<file path="src/rtl/pipe_pkg.sv">
// pipe_pkg: shared FSM states, stage indices and default widths for the flush controller
package pipe_pkg;
    typedef enum logic [1:0] {RUN, REDIRECT, REFILL} state_e;
    localparam logic [1:0] STG_ID = 2'd0;
    localparam logic [1:0] STG_EX = 2'd1;
    localparam logic [1:0] STG_MA = 2'd2;
    localparam logic [1:0] STG_WB = 2'd3;
    localparam int DEF_ADDR_W = 16;
    localparam int DEF_CNT_W = 16;
    localparam int DEF_REFILL_CYC = 3;
endpackage

</file>
<file path="src/rtl/sat_counter.sv">
// sat_counter: W-bit counter that adds 0..3 per cycle and clamps at all-ones
module sat_counter #(
    parameter int W = 16
) (
    input  logic         clk,
    input  logic         rst,
    input  logic [1:0]   inc_i,
    output logic [W-1:0] cnt_o
);
    logic [W-1:0] cnt_q, cnt_d;
    logic [W+1:0] sum;
    // two guard bits so even a 1-bit counter cannot wrap the sum
    always_comb begin
        sum = {2'b00, cnt_q} + {{W{1'b0}}, inc_i};
        cnt_d = (|sum[W+1:W]) ? '1 : sum[W-1:0];
    end
    always_ff @(posedge clk) begin
        if (rst) cnt_q <= '0;
        else cnt_q <= cnt_d;
    end
    assign cnt_o = cnt_q;
endmodule

</file>
<file path="src/rtl/pipe_flush_ctrl.sv">
// pipe_flush_ctrl: stage-valid tracking, flush/stall handling, PC redirect and refill sequencing
module pipe_flush_ctrl
    import pipe_pkg::*;
#(
    parameter int ADDR_W = DEF_ADDR_W,
    parameter int CNT_W = DEF_CNT_W,
    parameter int REFILL_CYC = DEF_REFILL_CYC
) (
    input  logic              clk,
    input  logic              rst,
    input  logic              IF_IDFLUSH,
    input  logic              ID_EXFLUSH,
    input  logic              EX_MAFLUSH,
    input  logic              STALL,
    input  logic              fetch_valid,
    input  logic [ADDR_W-1:0] branch_target,
    output logic              v_id,
    output logic              v_ex,
    output logic              v_ma,
    output logic              v_wb,
    output logic              redirect_valid,
    output logic [ADDR_W-1:0] redirect_pc,
    output logic              refill_busy,
    output logic [CNT_W-1:0]  squash_count
);
    localparam int RW = $clog2(REFILL_CYC + 1);
    logic any_flush, hold;
    logic [3:0] v_q, v_d;
    logic [1:0] inc;
    state_e state_q, state_d;
    logic [RW-1:0] rcnt_q, rcnt_d;
    logic [ADDR_W-1:0] rpc_q, rpc_d;
    assign any_flush = IF_IDFLUSH | ID_EXFLUSH | EX_MAFLUSH;
    // a stall is moot when a flush squashes the stalled (younger) instruction anyway
    assign hold = STALL & ~any_flush;
    always_comb begin
        v_d = v_q;
        v_d[STG_WB] = v_q[STG_MA];
        v_d[STG_MA] = EX_MAFLUSH ? 1'b0 : v_q[STG_EX];
        v_d[STG_EX] = (ID_EXFLUSH | hold) ? 1'b0 : v_q[STG_ID];
        v_d[STG_ID] = IF_IDFLUSH ? 1'b0 : hold ? v_q[STG_ID] : fetch_valid;
    end
    assign inc = {1'b0, fetch_valid & IF_IDFLUSH} + {1'b0, v_q[STG_ID] & ID_EXFLUSH}
               + {1'b0, v_q[STG_EX] & EX_MAFLUSH};
    always_comb begin
        state_d = state_q;
        rcnt_d = rcnt_q;
        rpc_d = rpc_q;
        case (state_q)
            RUN: state_d = RUN;
            REDIRECT: begin
                state_d = REFILL;
                rcnt_d = RW'(REFILL_CYC - 1);
            end
            REFILL: begin
                state_d = (rcnt_q == '0) ? RUN : REFILL;
                rcnt_d = (rcnt_q == '0) ? '0 : rcnt_q - 1'b1;
            end
            default: state_d = RUN;
        endcase
        // the newest flush always wins and restarts the sequence
        if (any_flush) begin
            state_d = REDIRECT;
            rpc_d = branch_target;
        end
    end
    always_ff @(posedge clk) begin
        if (rst) begin
            v_q <= '0;
            state_q <= RUN;
            rcnt_q <= '0;
            rpc_q <= '0;
        end else begin
            v_q <= v_d;
            state_q <= state_d;
            rcnt_q <= rcnt_d;
            rpc_q <= rpc_d;
        end
    end
    sat_counter #(.W(CNT_W)) u_sq (
        .clk  (clk),
        .rst  (rst),
        .inc_i(inc),
        .cnt_o(squash_count)
    );
    assign v_id = v_q[STG_ID];
    assign v_ex = v_q[STG_EX];
    assign v_ma = v_q[STG_MA];
    assign v_wb = v_q[STG_WB];
    assign redirect_valid = state_q == REDIRECT;
    assign refill_busy = state_q == REFILL;
    assign redirect_pc = rpc_q;
endmodule

</file>
<file path="config.mk">
export PLATFORM = sky130hd
export DESIGN_NAME = pipe_flush_ctrl
export DESIGN_NICKNAME = d
export VERILOG_FILES = /design/src/rtl/pipe_pkg.sv /design/src/rtl/sat_counter.sv /design/src/rtl/pipe_flush_ctrl.sv
export SDC_FILE = /design/constraint.sdc
export NUM_CORES = 1
export LEC_CHECK = 0
export CAP_MARGIN = 0
export CORE_ASPECT_RATIO = 1.75
export CORE_MARGIN = 2
export CORE_UTILIZATION = 44
export CTS_BUF_LIST = sky130_fd_sc_hd__clkbuf_8
export DETAILED_ROUTE_END_ITERATION = 10
export GPL_ROUTABILITY_DRIVEN = 0
export GPL_TIMING_DRIVEN = 0
export PLACE_DENSITY = 0.79
export REMOVE_ABC_BUFFERS = 1
export SLEW_MARGIN = 40
export SYNTH_ARGS = -nofsm -noshare
export SYNTH_HDL_FRONTEND = slang
export SYNTH_SLANG_ARGS = --single-unit
</file>
<file path="constraint.sdc">
create_clock -name clk -period 3.3 [get_ports clk]
set_clock_uncertainty 0.15 [all_clocks]
set_input_delay 0.495 -clock clk [delete_from_list [all_inputs] [get_ports clk]]
set_output_delay 0.495 -clock clk [all_outputs]
set_load 0.005 [all_outputs]
</file>
==> impl_results.html, run 1 <==
<table>
<tr><th>Metric</th><th>Value</th></tr>
<tr><th colspan="2">Clock tree</th></tr>
<tr><td>Clk sink count</td><td>40</td></tr>
<tr><td>Number of hold buffers added after CTS</td><td>0</td></tr>
<tr><td>H-tree depth</td><td>2</td></tr>
<tr><td>Largest buffer count on any clock path</td><td>2</td></tr>
<tr><td>Cts bufs inserted</td><td>5</td></tr>
<tr><td>CTS root buf</td><td>sky130_fd_sc_hd__clkbuf_8</td></tr>
<tr><td>Clk_lat worst skew</td><td>280 ps</td></tr>
<tr><td>Clock slew at the register clock pins of the worst setup and hold paths</td><td>80 ps</td></tr>
<tr><td>TritonCTS clock tree</td><td>built</td></tr>
<tr><th colspan="2">Routing</th></tr>
<tr><td>Mean routed wirelength per cell</td><td>13.0 um</td></tr>
<tr><td>Routed Antenna Nets</td><td>0</td></tr>
<tr><td>Drt first-iter violations</td><td>14</td></tr>
<tr><td>Number of remaining DRC errors</td><td>0</td></tr>
<tr><td>Routed vias</td><td>1541</td></tr>
<tr><td>Detailed-router iteration count before antenna repair</td><td>4</td></tr>
<tr><td>Drt via density</td><td>5.17</td></tr>
<tr><td>Wirelength, routed</td><td>3880 um</td></tr>
<tr><th colspan="2">Placed design</th></tr>
<tr><td>Detailed Place HPWL</td><td>2800 um</td></tr>
<tr><td>Minimum setup slack after placement</td><td>-184 ps</td></tr>
<tr><td>Standard cell area after detailed placement</td><td>2330 um^2</td></tr>
<tr><td>Count of buffers inserted at the top-level ports</td><td>60</td></tr>
<tr><th colspan="2">Worst setup path</th></tr>
<tr><td>Largest fanout on the critical path</td><td>5</td></tr>
<tr><td>Crit path launch type</td><td>primary input</td></tr>
<tr><td>WS Path Type</td><td>primary input to flip-flop</td></tr>
<tr><td>Worst Setup End Kind</td><td>flip-flop</td></tr>
<tr><td>Endpoint required time on the critical path</td><td>3300 ps</td></tr>
<tr><td>Data arrival time of the critical path</td><td>3040 ps</td></tr>
<tr><th colspan="2">Logic synthesis</th></tr>
<tr><td>Top area cells in the synthesized netlist</td><td>sky130_fd_sc_hd__dfxtp_1 47%, sky130_fd_sc_hd__a21oi_1 9.4%, sky130_fd_sc_hd__nand2_1 8.8%, sky130_fd_sc_hd__xor2_1 3.6%, sky130_fd_sc_hd__ha_1 2.9%</td></tr>
<tr><td>Post-synthesis share of cell area spent on and, or, nand and nor gates</td><td>0.251</td></tr>
<tr><td>FF+latch count, synth</td><td>40</td></tr>
<tr><td>Share of flip-flops with an asynchronous set or reset after synthesis</td><td>0</td></tr>
<tr><td>Post-synthesis mux area share</td><td>0.0117</td></tr>
<tr><td>Fraction of synthesized cell area in xor and xnor cells</td><td>0.0512</td></tr>
<tr><td>Top cell type's share of synthesized area</td><td>0.468</td></tr>
<tr><td>Number of library cell types mapped by synthesis</td><td>37</td></tr>
<tr><td>Top cells by count, synth</td><td>40 x sky130_fd_sc_hd__dfxtp_1, 40 x sky130_fd_sc_hd__nand2_1, 32 x sky130_fd_sc_hd__a21oi_1, 7 x sky130_fd_sc_hd__xor2_1, 6 x sky130_fd_sc_hd__nand3_1</td></tr>
<tr><td>Mapped Area</td><td>1710 um^2</td></tr>
<tr><td>Post-synth EDFFs</td><td>0</td></tr>
<tr><td>Top FF cell, synth</td><td>sky130_fd_sc_hd__dfxtp_1</td></tr>
<tr><td>Adder-cell share of the synthesized area</td><td>0.0526</td></tr>
<tr><td>Cell taking the most area after synthesis</td><td>sky130_fd_sc_hd__dfxtp_1</td></tr>
<tr><td>Syn. warnings</td><td>0</td></tr>
<tr><td>Compound-gate portion of the synthesized area</td><td>0.127</td></tr>
<tr><td>Largest family of logic cells by synthesized area</td><td>simple AND/OR/NAND/NOR gates</td></tr>
<tr><td>Portion of the post-synthesis area used by sequential elements</td><td>0.468</td></tr>
<tr><td>Cells after synthesis</td><td>190</td></tr>
<tr><td>Post-synthesis average cell area</td><td>9.01 um^2</td></tr>
<tr><th colspan="2">Worst hold path</th></tr>
<tr><td>Min-delay worst type</td><td>flip-flop to flip-flop</td></tr>
<tr><th colspan="2">Die</th></tr>
<tr><td>Die width</td><td>51.1 um</td></tr>
<tr><td>Io pins</td><td>61</td></tr>
<tr><td>Core Footprint</td><td>3790 um^2</td></tr>
<tr><td>Floorplan row count</td><td>30</td></tr>
<tr><td>Die boundary height</td><td>86.5 um</td></tr>
<tr><td>Area enclosed by the die boundary</td><td>4420 um^2</td></tr>
<tr><td>Effective utilization at floorplan</td><td>0.451</td></tr>
<tr><th colspan="2">STA</th></tr>
<tr><td>Slew at the pin closest to its max-slew limit</td><td>705 ps</td></tr>
<tr><td>Max transition margin</td><td>0.530</td></tr>
<tr><td>Setup violations, final</td><td>0</td></tr>
<tr><td>Setup TNS</td><td>0 ps</td></tr>
<tr><td>RSZ-0062 raised after global routing</td><td>no</td></tr>
<tr><td>Worst hold slack</td><td>303 ps</td></tr>
<tr><td>Share of the clock period used by the worst path</td><td>0.921</td></tr>
<tr><td>Number of pins exceeding their max-slew limit in the final report</td><td>0</td></tr>
<tr><td>Post-layout minimum cycle time</td><td>3040 ps</td></tr>
<tr><td>Maximum frequency from static timing analysis</td><td>329 MHz</td></tr>
<tr><td>Final number of hold-violating endpoints</td><td>0</td></tr>
<tr><td>Post-layout worst setup margin</td><td>260 ps</td></tr>
<tr><th colspan="2">Finish</th></tr>
<tr><td>P&amp;R area growth vs syn</td><td>42.0%</td></tr>
<tr><td>Fraction of layout cells with a size suffix above 1</td><td>0.0640</td></tr>
<tr><td>N_diodes</td><td>0</td></tr>
<tr><td>Final net count</td><td>278</td></tr>
<tr><td>Area of all placed cells without fillers</td><td>2430 um^2</td></tr>
<tr><th colspan="2">Power and ir drop</th></tr>
<tr><td>LEAKAGE</td><td>0.970 nW</td></tr>
<tr><td>VDD IR-drop max</td><td>0.288 mV</td></tr>
<tr><td>PwrDens</td><td>383 nW/um^2</td></tr>
<tr><th colspan="2">Run status</th></tr>
<tr><td>Result of the run</td><td>complete, no violations</td></tr>
<tr><th colspan="2">Global route</th></tr>
<tr><td>Pin count of the biggest net entering global routing</td><td>41</td></tr>
<tr><td>Sum of overflow across all layers after global routing</td><td>0</td></tr>
<tr><td>GRT Total Usage</td><td>0.189</td></tr>
<tr><td>First-pass GRT wire length</td><td>6440 um</td></tr>
<tr><td>Initial antenna violation count</td><td>0</td></tr>
<tr><td>Vias in the first global route</td><td>1508</td></tr>
<tr><th colspan="2">Flow run</th></tr>
<tr><td>Max-cap check violation count</td><td>0</td></tr>
</table>
==> power by group <==
group          internal [W]  leakage (nW)  switching [W]
clock              0.000164        0.0538       0.000153
combinational     0.0000635         0.589      0.0000398
sequential         0.000500         0.327      0.0000101
==> path summary, 6_finish.rpt <==
check	from	endpoint	slack [ps]	depth (start not counted)
setup / recovery	IF_IDFLUSH	u_sq.cnt_o[14]	260	9
hold / removal	redirect_pc[13]	redirect_pc[13]	300	2
setup reg to reg	v_q[0]	u_sq.cnt_o[14]	740	8
hold reg to reg	redirect_pc[13]	redirect_pc[13]	300	2
==> metal layers <==
metal  vias up  GRT usage  share of wire
met5         -          0              0
li1        775          -              -
met1       711      0.209           0.41
met3         4     0.0414          0.053
met4         0     0.0860         0.0098
met2        51      0.336           0.53
==> state kept, by name, indices dropped and copies added (netlist names) <==
signal       flops
state_q          2
u_sq.cnt_o      16
v_q              4
rcnt_q           2
redirect_pc     16
==> metrics by stage <==
stage / power, W / cells / util
4_1_cts: 0.000946 / 297 / 0.638
5_1_grt: 0.000977 / 298 / 0.641
6_report: 0.000930 / 298 / 0.641
2_1_floorplan: 0.000552 / 181 / -
3_5_place_dp: 0.000626 / 289 / 0.614
3_3_place_gp: 0.000624 / 289 / 0.614
==> worst max-delay path, stage by stage <==
cell and delay [ps]:
sky130_fd_sc_hd__clkdlybuf4s50_1 500, sky130_fd_sc_hd__and2_1 220, sky130_fd_sc_hd__fa_1 500, sky130_fd_sc_hd__ha_1 190, sky130_fd_sc_hd__fa_1 240, sky130_fd_sc_hd__nand2_1 150, sky130_fd_sc_hd__nor4_2 440, sky130_fd_sc_hd__and4b_1 250
sky130_fd_sc_hd__nor3_1 40
==> cells in the final DEF (no fill, tap or decap), types with 3 or more instances in the layout <==
cell	Yosys	routed
sky130_fd_sc_hd__ha_1	4	4
sky130_fd_sc_hd__xor2_1	7	7
sky130_fd_sc_hd__inv_1	5	7
sky130_fd_sc_hd__clkdlybuf4s50_1	0	59
sky130_fd_sc_hd__nand2_1	40	40
sky130_fd_sc_hd__nor2_1	4	4
sky130_fd_sc_hd__and2_1	4	4
sky130_fd_sc_hd__o21ai_0	3	3
sky130_fd_sc_hd__dfxtp_1	40	40
sky130_fd_sc_hd__clkbuf_8	0	6
sky130_fd_sc_hd__nor3_1	4	4
sky130_fd_sc_hd__nand4_1	4	4
sky130_fd_sc_hd__xnor2_1	3	3
sky130_fd_sc_hd__nand3_1	6	6
sky130_fd_sc_hd__a21oi_1	32	32
==> cell families (layout without fill, tap and decap cells) <==
| kind of cell | after synthesis | after routing |
|---|---|---|
| adders and majority gates | 6 | 6 |
| buffers and inverters | 14 | 74 |
| DFF | 40 | 40 |
| and+or+nand+nor | 78 | 78 |
| AOI/OAI and AO/OA | 40 | 40 |
| xor gates and xnor gates | 10 | 10 |
| muxes | 2 | 2 |
==> timing repair <==
action                     in CTS  in global routing
setup endpoints to repair       0                 12
setup buffers                   0                  1
resized for setup               0                  1
hold endpoints to repair        0                  0
==> cell type report <==
| cell class | count | area (um^2) |
|---|---|---|
| inverter | 5 | 18.8 |
| tap | 48 | 60.1 |
| timing repair buffer | 61 | 603 |
| sequential | 40 | 801 |
| clock inverter | 2 | 7.51 |
| multi-input combinational | 136 | 858 |
| clock buffer | 6 | 82.6 |
| fill | 342 | 1360 |
No activity file was read; power rests on OpenSTA's default activity.
==> run 2, diff against run 1 <==
--- a/config.mk
+++ b/config.mk
@@ -8,12 +8,10 @@
 export CAP_MARGIN = 0
 export CORE_ASPECT_RATIO = 1.75
 export CORE_MARGIN = 2
-export CORE_UTILIZATION = 44
+export CORE_UTILIZATION = 31
 export CTS_BUF_LIST = sky130_fd_sc_hd__clkbuf_8
 export DETAILED_ROUTE_END_ITERATION = 10
 export GPL_ROUTABILITY_DRIVEN = 0
-export GPL_TIMING_DRIVEN = 0
-export PLACE_DENSITY = 0.79
 export REMOVE_ABC_BUFFERS = 1
 export SLEW_MARGIN = 40
 export SYNTH_ARGS = -nofsm -noshare
==> run 2 against run 1 <==
Fmax rose by 1.8%. Via count fell by 0.84%. Critical path type unchanged. Sequential power barely moved. Largest power group unchanged. Worst hold slack got worse by 3.6 ps.
==> impl_results.html, run 2 (same netlist as run 1, synthesis figures left out) <==
<table>
<tr><th>Metric</th><th>Value</th></tr>
<tr><th colspan="2">Run status</th></tr>
<tr><td>Result of the run</td><td>complete, no violations</td></tr>
<tr><th colspan="2">Finish</th></tr>
<tr><td>Total area of multi-input combinational cells</td><td>846 um^2 (-1.5%)</td></tr>
<tr><td>Share of the core filled with cells in the final layout</td><td>0.474 (-0.167)</td></tr>
<tr><td>Commonest cells after routing, fill and taps aside</td><td>60 x sky130_fd_sc_hd__clkdlybuf4s50_1, 40 x sky130_fd_sc_hd__nand2_1, 40 x sky130_fd_sc_hd__dfxtp_1</td></tr>
<tr><td>Fraction of layout cells with a size suffix above 1</td><td>0.0781 (+0.0141)</td></tr>
<tr><td>Area of all placed cells without fillers</td><td>2510 um^2 (+3.4%)</td></tr>
<tr><td>Final-layout fill cell count</td><td>519 (+52%)</td></tr>
<tr><td>Final net count</td><td>284 (+2.2%)</td></tr>
<tr><td>P&amp;R area growth vs syn</td><td>46.9%</td></tr>
<tr><td>N_diodes</td><td>0 (unchanged)</td></tr>
<tr><td>Area taken by flip-flops and latches</td><td>801 um^2 (unchanged)</td></tr>
<tr><td>Most common cell after layout, fill and taps aside</td><td>sky130_fd_sc_hd__clkdlybuf4s50_1</td></tr>
<tr><th colspan="2">Power and ir drop</th></tr>
<tr><td>Internal power component</td><td>0.000732 W (+0.60%)</td></tr>
<tr><td>Switching share of power</td><td>0.223 (+0.00505)</td></tr>
<tr><td>Post-layout power</td><td>0.000942 W (+1.3%)</td></tr>
<tr><td>Comb power frac</td><td>0.115 (+0.004)</td></tr>
<tr><td>Sw Pwr</td><td>0.000210 W (+3.6%)</td></tr>
<tr><td>Flop pwr share</td><td>0.541 (-0.007)</td></tr>
<tr><td>PwrDens</td><td>375 nW/um^2 (-2.1%)</td></tr>
<tr><td>VDD IR-drop max</td><td>0.196 mV (-32%)</td></tr>
<tr><td>Portion of total power attributed to the clock network</td><td>0.344 (+0.003)</td></tr>
<tr><td>LEAKAGE</td><td>1.00 nW (+3.5%)</td></tr>
<tr><th colspan="2">Global route</th></tr>
<tr><td>GRT Total Usage</td><td>0.141 (-0.0480)</td></tr>
<tr><td>Pin count of the biggest net entering global routing</td><td>21 (-49%)</td></tr>
<tr><td>Vias in the first global route</td><td>1477 (-2.1%)</td></tr>
<tr><td>Initial antenna violation count</td><td>0 (unchanged)</td></tr>
<tr><td>First-pass GRT wire length</td><td>6560 um (+1.9%)</td></tr>
<tr><td>Sum of overflow across all layers after global routing</td><td>0 (unchanged)</td></tr>
<tr><th colspan="2">Clock tree</th></tr>
<tr><td>Clock slew at the register clock pins of the worst setup and hold paths</td><td>70 ps (about the same)</td></tr>
<tr><td>Cts bufs inserted</td><td>5 (unchanged)</td></tr>
<tr><td>CTS root buf</td><td>sky130_fd_sc_hd__clkbuf_8</td></tr>
<tr><td>Largest buffer count on any clock path</td><td>2 (unchanged)</td></tr>
<tr><td>Post CTS Setup Buffer Count</td><td>0 (unchanged)</td></tr>
<tr><td>Number of gates resized after CTS</td><td>0 (unchanged)</td></tr>
<tr><td>Clk sink count</td><td>40 (unchanged)</td></tr>
<tr><td>Number of hold buffers added after CTS</td><td>0 (unchanged)</td></tr>
<tr><td>H-tree depth</td><td>2 (unchanged)</td></tr>
<tr><td>Clk_lat worst skew</td><td>280 ps (about the same)</td></tr>
<tr><td>TritonCTS clock tree</td><td>built</td></tr>
<tr><th colspan="2">Placed design</th></tr>
<tr><td>Count of buffers inserted at the top-level ports</td><td>60 (unchanged)</td></tr>
<tr><td>Detailed Place HPWL</td><td>3100 um (+11%)</td></tr>
<tr><td>Standard cell area after detailed placement</td><td>2420 um^2 (+4.1%)</td></tr>
<tr><th colspan="2">STA</th></tr>
<tr><td>Worst hold slack</td><td>300 ps (-3.57 ps)</td></tr>
<tr><td>Maximum frequency from static timing analysis</td><td>335 MHz (+1.8%)</td></tr>
<tr><td>Max transition margin</td><td>0.518 (-0.0124)</td></tr>
<tr><td>Post-layout minimum cycle time</td><td>2990 ps (-53.6 ps)</td></tr>
<tr><td>Share of the clock period used by the worst path</td><td>0.905 (-0.0162)</td></tr>
<tr><td>Number of pins exceeding their max-slew limit in the final report</td><td>0 (unchanged)</td></tr>
<tr><td>Setup TNS</td><td>0 ps (unchanged)</td></tr>
<tr><td>Setup violations, final</td><td>0 (unchanged)</td></tr>
<tr><td>Slew at the pin closest to its max-slew limit</td><td>721 ps (+16.3 ps)</td></tr>
<tr><td>Final number of hold-violating endpoints</td><td>0 (unchanged)</td></tr>
<tr><td>RSZ-0062 raised after global routing</td><td>no</td></tr>
<tr><th colspan="2">Worst setup path</th></tr>
<tr><td>Data arrival time of the critical path</td><td>2980 ps (-60 ps)</td></tr>
<tr><td>Largest fanout on the critical path</td><td>5 (unchanged)</td></tr>
<tr><td>WS Path Type</td><td>primary input to flip-flop</td></tr>
<tr><td>Crit path launch type</td><td>primary input</td></tr>
<tr><td>Endpoint required time on the critical path</td><td>3290 ps (about the same)</td></tr>
<tr><td>Worst Setup End Kind</td><td>flip-flop</td></tr>
<tr><th colspan="2">Routing</th></tr>
<tr><td>Routed Antenna Nets</td><td>0 (unchanged)</td></tr>
<tr><td>Drt first-iter violations</td><td>24 (+10)</td></tr>
<tr><td>Wirelength, routed</td><td>4110 um (+6.0%)</td></tr>
<tr><td>Routed vias</td><td>1528 (-0.84%)</td></tr>
<tr><td>Number of remaining DRC errors</td><td>0 (unchanged)</td></tr>
<tr><td>Mean routed wirelength per cell</td><td>12.5 um (-4.2%)</td></tr>
<tr><td>Drt via density</td><td>4.63 (-10%)</td></tr>
<tr><td>Detailed-router iteration count before antenna repair</td><td>4 (unchanged)</td></tr>
<tr><th colspan="2">Die</th></tr>
<tr><td>Core Footprint</td><td>5300 um^2 (+40%)</td></tr>
<tr><td>Die boundary height</td><td>102 um (+18%)</td></tr>
<tr><td>Die width</td><td>60.2 um (+18%)</td></tr>
<tr><td>Io pins</td><td>61 (unchanged)</td></tr>
<tr><td>Floorplan row count</td><td>35 (+17%)</td></tr>
<tr><td>Area enclosed by the die boundary</td><td>6160 um^2 (+39%)</td></tr>
<tr><td>Effective utilization at floorplan</td><td>0.323 (-0.128)</td></tr>
<tr><th colspan="2">Flow run</th></tr>
<tr><td>Max-cap check violation count</td><td>0 (unchanged)</td></tr>
<tr><th colspan="2">Worst hold path</th></tr>
<tr><td>Min-delay worst type</td><td>flip-flop to flip-flop</td></tr>
</table>
## run 2: cell types whose count changed in the layout (fill, tap and decap cells not counted), sizes merged
cell and change:
buf +5, clkdlybuf4s50 +1
## run 2: power groups by stage
stage	sequential, W	combinational, W	clock, W
after global placement	0.000521	0.000110	0
after floorplan	0.000522	0.0000304	0
after CTS	0.000510	0.000111	0.000342
final	0.000510	0.000108	0.000324
after detailed placement	0.000521	0.000111	0
after global routing	0.000512	0.000121	0.000364
## run 2: worst paths after layout
path                  start        endpoint  slack [ps]  cells past startpoint
max              IF_IDFLUSH  u_sq.cnt_o[14]         310                      9
max reg2reg          v_q[0]  u_sq.cnt_o[14]         660                      8
min          redirect_pc[7]  redirect_pc[7]         300                      2
min reg2reg  redirect_pc[7]  redirect_pc[7]         300                      2
## run 2: per-stage QoR
| step | std cells | setup slack, ps |
|---|---|---|
| after floorplan | 181 | 701 |
| after global placement | 322 | 99.5 |
| after detailed placement | 322 | 26.5 |
| after CTS | 330 | 332 |
| after global routing | 330 | 210 |
| final | 330 | 313 |
## run 2: worst max-delay path: stages
cell and delay [ps]:
sky130_fd_sc_hd__clkdlybuf4s50_1 410, sky130_fd_sc_hd__and2_1 180, sky130_fd_sc_hd__fa_1 510, sky130_fd_sc_hd__ha_1 190, sky130_fd_sc_hd__fa_1 230, sky130_fd_sc_hd__nand2_1 150, sky130_fd_sc_hd__nor4_1 500, sky130_fd_sc_hd__and4b_1 270
sky130_fd_sc_hd__nor3_1 40
## run 2: area by class of cell
cell class,count,share of cell area
flip-flops and latches,40,0.319
multi-input cells,136,0.336
repair buffers,67,0.265
well taps,74,0.0368
clock buffers,6,0.0329
inverters,5,0.00747
clock inverters,2,0.00299
## run 2: per-layer routing
| layer | GRT usage | part of all wire | up-vias |
|---|---|---|---|
| li1 | - | - | 781 |
| met1 | 0.143 | 0.39 | 692 |
| met2 | 0.260 | 0.54 | 49 |
| met3 | 0.0354 | 0.052 | 6 |
| met4 | 0.0667 | 0.015 | 0 |
| met5 | 0 | 0 | - |
==> run 3, diff against run 2 <==
--- a/config.mk
+++ b/config.mk
@@ -11,6 +11,7 @@
 export CORE_UTILIZATION = 31
 export CTS_BUF_LIST = sky130_fd_sc_hd__clkbuf_8
 export DETAILED_ROUTE_END_ITERATION = 10
+export DONT_BUFFER_PORTS = 1
 export GPL_ROUTABILITY_DRIVEN = 0
 export REMOVE_ABC_BUFFERS = 1
 export SLEW_MARGIN = 40
==> run 3 against run 2 <==
Setup slack better by 270 ps. Largest cell class unchanged. Count of clock-buffer cells in the layout is 1 higher. Combinational power is 66% lower. Sequential cell count stayed put. Cell count is 20% lower. Register-to-register slack worse by 80 ps. First-iteration DRC count is 92% higher. Fmax is 9.8% higher. Via count is 14% lower. Non-clock buffer count is 66 lower. Core utilization is 12 points lower. Sequential share of layout area is 10 points higher.
==> impl_results.html, run 3 (same netlist as run 1, synthesis figures left out) <==
<table>
<tr><th>Metric</th><th>Value</th></tr>
<tr><th colspan="2">Die</th></tr>
<tr><td>Die boundary height</td><td>102 um (unchanged)</td></tr>
<tr><td>Floorplan row count</td><td>35 (unchanged)</td></tr>
<tr><td>Die width</td><td>60.2 um (unchanged)</td></tr>
<tr><td>Io pins</td><td>61 (unchanged)</td></tr>
<tr><td>Area enclosed by the die boundary</td><td>6160 um^2 (unchanged)</td></tr>
<tr><td>Core Footprint</td><td>5300 um^2 (unchanged)</td></tr>
<tr><td>Effective utilization at floorplan</td><td>0.323 (unchanged)</td></tr>
<tr><th colspan="2">Finish</th></tr>
<tr><td>P&amp;R area growth vs syn</td><td>10.5%</td></tr>
<tr><td>Final net count</td><td>218 (-23%)</td></tr>
<tr><td>Fin cells</td><td>264 (-20%)</td></tr>
<tr><td>Fraction of layout cells with a size suffix above 1</td><td>0.0842 (+0.00609)</td></tr>
<tr><td>Area of all placed cells without fillers</td><td>1890 um^2 (-25%)</td></tr>
<tr><td>N_diodes</td><td>0 (unchanged)</td></tr>
<tr><td>Commonest cells after routing, fill and taps aside</td><td>40 x sky130_fd_sc_hd__nand2_1, 40 x sky130_fd_sc_hd__dfxtp_1, 32 x sky130_fd_sc_hd__a21oi_1</td></tr>
<tr><th colspan="2">Global route</th></tr>
<tr><td>Sum of overflow across all layers after global routing</td><td>0 (unchanged)</td></tr>
<tr><td>Vias in the first global route</td><td>1319 (-11%)</td></tr>
<tr><td>GRT Total Usage</td><td>0.125 (-0.0162)</td></tr>
<tr><td>Initial antenna violation count</td><td>0 (unchanged)</td></tr>
<tr><td>Pin count of the biggest net entering global routing</td><td>41 (+95%)</td></tr>
<tr><td>First-pass GRT wire length</td><td>5820 um (-11%)</td></tr>
<tr><th colspan="2">Clock tree</th></tr>
<tr><td>Number of gates resized after CTS</td><td>0 (unchanged)</td></tr>
<tr><td>Number of hold buffers added after CTS</td><td>0 (unchanged)</td></tr>
<tr><td>Largest buffer count on any clock path</td><td>2 (unchanged)</td></tr>
<tr><td>Post CTS Setup Buffer Count</td><td>0 (unchanged)</td></tr>
<tr><td>H-tree depth</td><td>2 (unchanged)</td></tr>
<tr><td>Clock slew at the register clock pins of the worst setup and hold paths</td><td>80 ps (about the same)</td></tr>
<tr><td>CTS root buf</td><td>sky130_fd_sc_hd__clkbuf_8</td></tr>
<tr><td>Clk sink count</td><td>40 (unchanged)</td></tr>
<tr><td>Clk_lat worst skew</td><td>280 ps (about the same)</td></tr>
<tr><td>TritonCTS clock tree</td><td>built</td></tr>
<tr><td>Cts bufs inserted</td><td>5 (unchanged)</td></tr>
<tr><th colspan="2">STA</th></tr>
<tr><td>Setup TNS</td><td>0 ps (unchanged)</td></tr>
<tr><td>Maximum frequency from static timing analysis</td><td>368 MHz (+9.8%)</td></tr>
<tr><td>Share of the clock period used by the worst path</td><td>0.824 (-0.0807)</td></tr>
<tr><td>Setup violations, final</td><td>0 (unchanged)</td></tr>
<tr><td>Number of pins exceeding their max-slew limit in the final report</td><td>0 (unchanged)</td></tr>
<tr><td>Slew at the pin closest to its max-slew limit</td><td>608 ps (-113 ps)</td></tr>
<tr><td>Max transition margin</td><td>0.595 (+0.0768)</td></tr>
<tr><td>Post-layout minimum cycle time</td><td>2720 ps (-266 ps)</td></tr>
<tr><td>Worst hold slack</td><td>120 ps (-180 ps)</td></tr>
<tr><td>Final number of hold-violating endpoints</td><td>0 (unchanged)</td></tr>
<tr><td>RSZ-0062 raised after global routing</td><td>no</td></tr>
<tr><th colspan="2">Worst setup path</th></tr>
<tr><td>Slowest stage cell on the critical path</td><td>sky130_fd_sc_hd__fa_1</td></tr>
<tr><td>Register-to-Register Setup Slack</td><td>580 ps (-80 ps)</td></tr>
<tr><td>WS Path Type</td><td>flip-flop to flip-flop</td></tr>
<tr><td>Crit path buffers/inverters</td><td>0 (-1)</td></tr>
<tr><td>Data arrival time of the critical path</td><td>2780 ps (-200 ps)</td></tr>
<tr><td>Crit path launch type</td><td>flip-flop</td></tr>
<tr><td>Worst Setup End Kind</td><td>flip-flop</td></tr>
<tr><td>Largest fanout on the critical path</td><td>11 (+6)</td></tr>
<tr><td>Gate family responsible for the most delay along the worst path</td><td>simple AND/OR/NAND/NOR gates</td></tr>
<tr><td>Dominant cell type by count on the critical path</td><td>sky130_fd_sc_hd__fa_1</td></tr>
<tr><td>Endpoint required time on the critical path</td><td>3360 ps (+70 ps)</td></tr>
<tr><td>Critical-path cell list</td><td>and2_1 -&gt; fa_1 -&gt; ha_1 -&gt; fa_1 -&gt; nand2_1 -&gt; nor3_1 -&gt; nand4_1 -&gt; a21oi_1</td></tr>
<tr><td>Slowest cell delay on critical path</td><td>480 ps (-30 ps)</td></tr>
<tr><th colspan="2">Power and ir drop</th></tr>
<tr><td>Internal power component</td><td>0.000784 W (+7.1%)</td></tr>
<tr><td>VDD IR-drop max</td><td>0.266 mV (+36%)</td></tr>
<tr><td>Switching share of power</td><td>0.201 (-0.0217)</td></tr>
<tr><td>Portion of total power attributed to the clock network</td><td>0.439 (+0.095)</td></tr>
<tr><td>Comb power frac</td><td>0.038 (-0.077)</td></tr>
<tr><td>PwrDens</td><td>519 nW/um^2 (+38%)</td></tr>
<tr><td>Sw Pwr</td><td>0.000197 W (-6.0%)</td></tr>
<tr><td>Flop pwr share</td><td>0.523 (-0.018)</td></tr>
<tr><td>LEAKAGE</td><td>0.760 nW (-24%)</td></tr>
<tr><th colspan="2">Routing</th></tr>
<tr><td>Routed Antenna Nets</td><td>0 (unchanged)</td></tr>
<tr><td>Wirelength, routed</td><td>3610 um (-12%)</td></tr>
<tr><td>Number of remaining DRC errors</td><td>0 (unchanged)</td></tr>
<tr><td>Top layer reached by signal wires</td><td>met4</td></tr>
<tr><td>Detailed-router iteration count before antenna repair</td><td>4 (unchanged)</td></tr>
<tr><td>Drt via density</td><td>4.95 (+7.0%)</td></tr>
<tr><td>Routed length on met1</td><td>1370 um (-14%)</td></tr>
<tr><td>DR WL met2</td><td>1870 um (-16%)</td></tr>
<tr><td>Routed vias</td><td>1308 (-14%)</td></tr>
<tr><td>Sum of met3 wire segment lengths after detailed routing</td><td>256 um (+19%)</td></tr>
<tr><td>Mean routed wirelength per cell</td><td>13.7 um (+9.7%)</td></tr>
<tr><td>Drt first-iter violations</td><td>46 (+92%)</td></tr>
<tr><th colspan="2">Run status</th></tr>
<tr><td>Result of the run</td><td>complete, no violations</td></tr>
<tr><th colspan="2">Placed design</th></tr>
<tr><td>Count of buffers inserted at the top-level ports</td><td>0 (-100%)</td></tr>
<tr><td>Placed instance count</td><td>256 (-20%)</td></tr>
<tr><td>Standard cell area after detailed placement</td><td>1770 um^2 (-27%)</td></tr>
<tr><td>Detailed Place HPWL</td><td>2570 um (-17%)</td></tr>
<tr><th colspan="2">Flow run</th></tr>
<tr><td>Max-cap check violation count</td><td>0 (unchanged)</td></tr>
<tr><th colspan="2">Worst hold path</th></tr>
<tr><td>Min-delay worst type</td><td>primary input to flip-flop</td></tr>
</table>
-- run 3: routing by layer --
layer,vias to the layer above,track usage
met5,-,0
met4,0,0.0684
met3,12,0.0570
met2,52,0.222
met1,593,0.115
li1,651,-
-- run 3: power by group through the flow --
stage               registers (W)  clock network, W   logic, W
detailed placement       0.000526                 0  0.0000372
finish                   0.000514          0.000431  0.0000368
floorplan                0.000522                 0  0.0000304
global placement         0.000525                 0  0.0000366
global route             0.000517          0.000473  0.0000440
CTS                      0.000514          0.000452  0.0000376
-- run 3: path summary, 6_finish.rpt --
path | cells past startpoint | start | endpoint
min | 1 | rst | u_sq.cnt_o[11]
max | 8 | v_q[0] | u_sq.cnt_o[0]
min reg2reg | 2 | redirect_pc[6] | redirect_pc[6]
max reg2reg | 8 | v_q[0] | u_sq.cnt_o[0]
-- run 3: layout make-up --
type	count	area, um^2
Fill cell	543	3410
Multi-Input combinational cell	136	846
Sequential cell	40	801
Clock buffer	7	96.3
Tap cell	74	92.6
Clock inverter	1	30.0
Inverter	5	18.8
Timing Repair Buffer	1	7.51
-- run 3: through the flow --
step	total power, W	worst slack [ps]	util
after floorplan	0.000552	701	-
after global placement	0.000562	413	0.333
after detailed placement	0.000563	379	0.333
after CTS	0.00100	582	0.357
after global routing	0.00103	338	0.357
final	0.000981	580	0.357
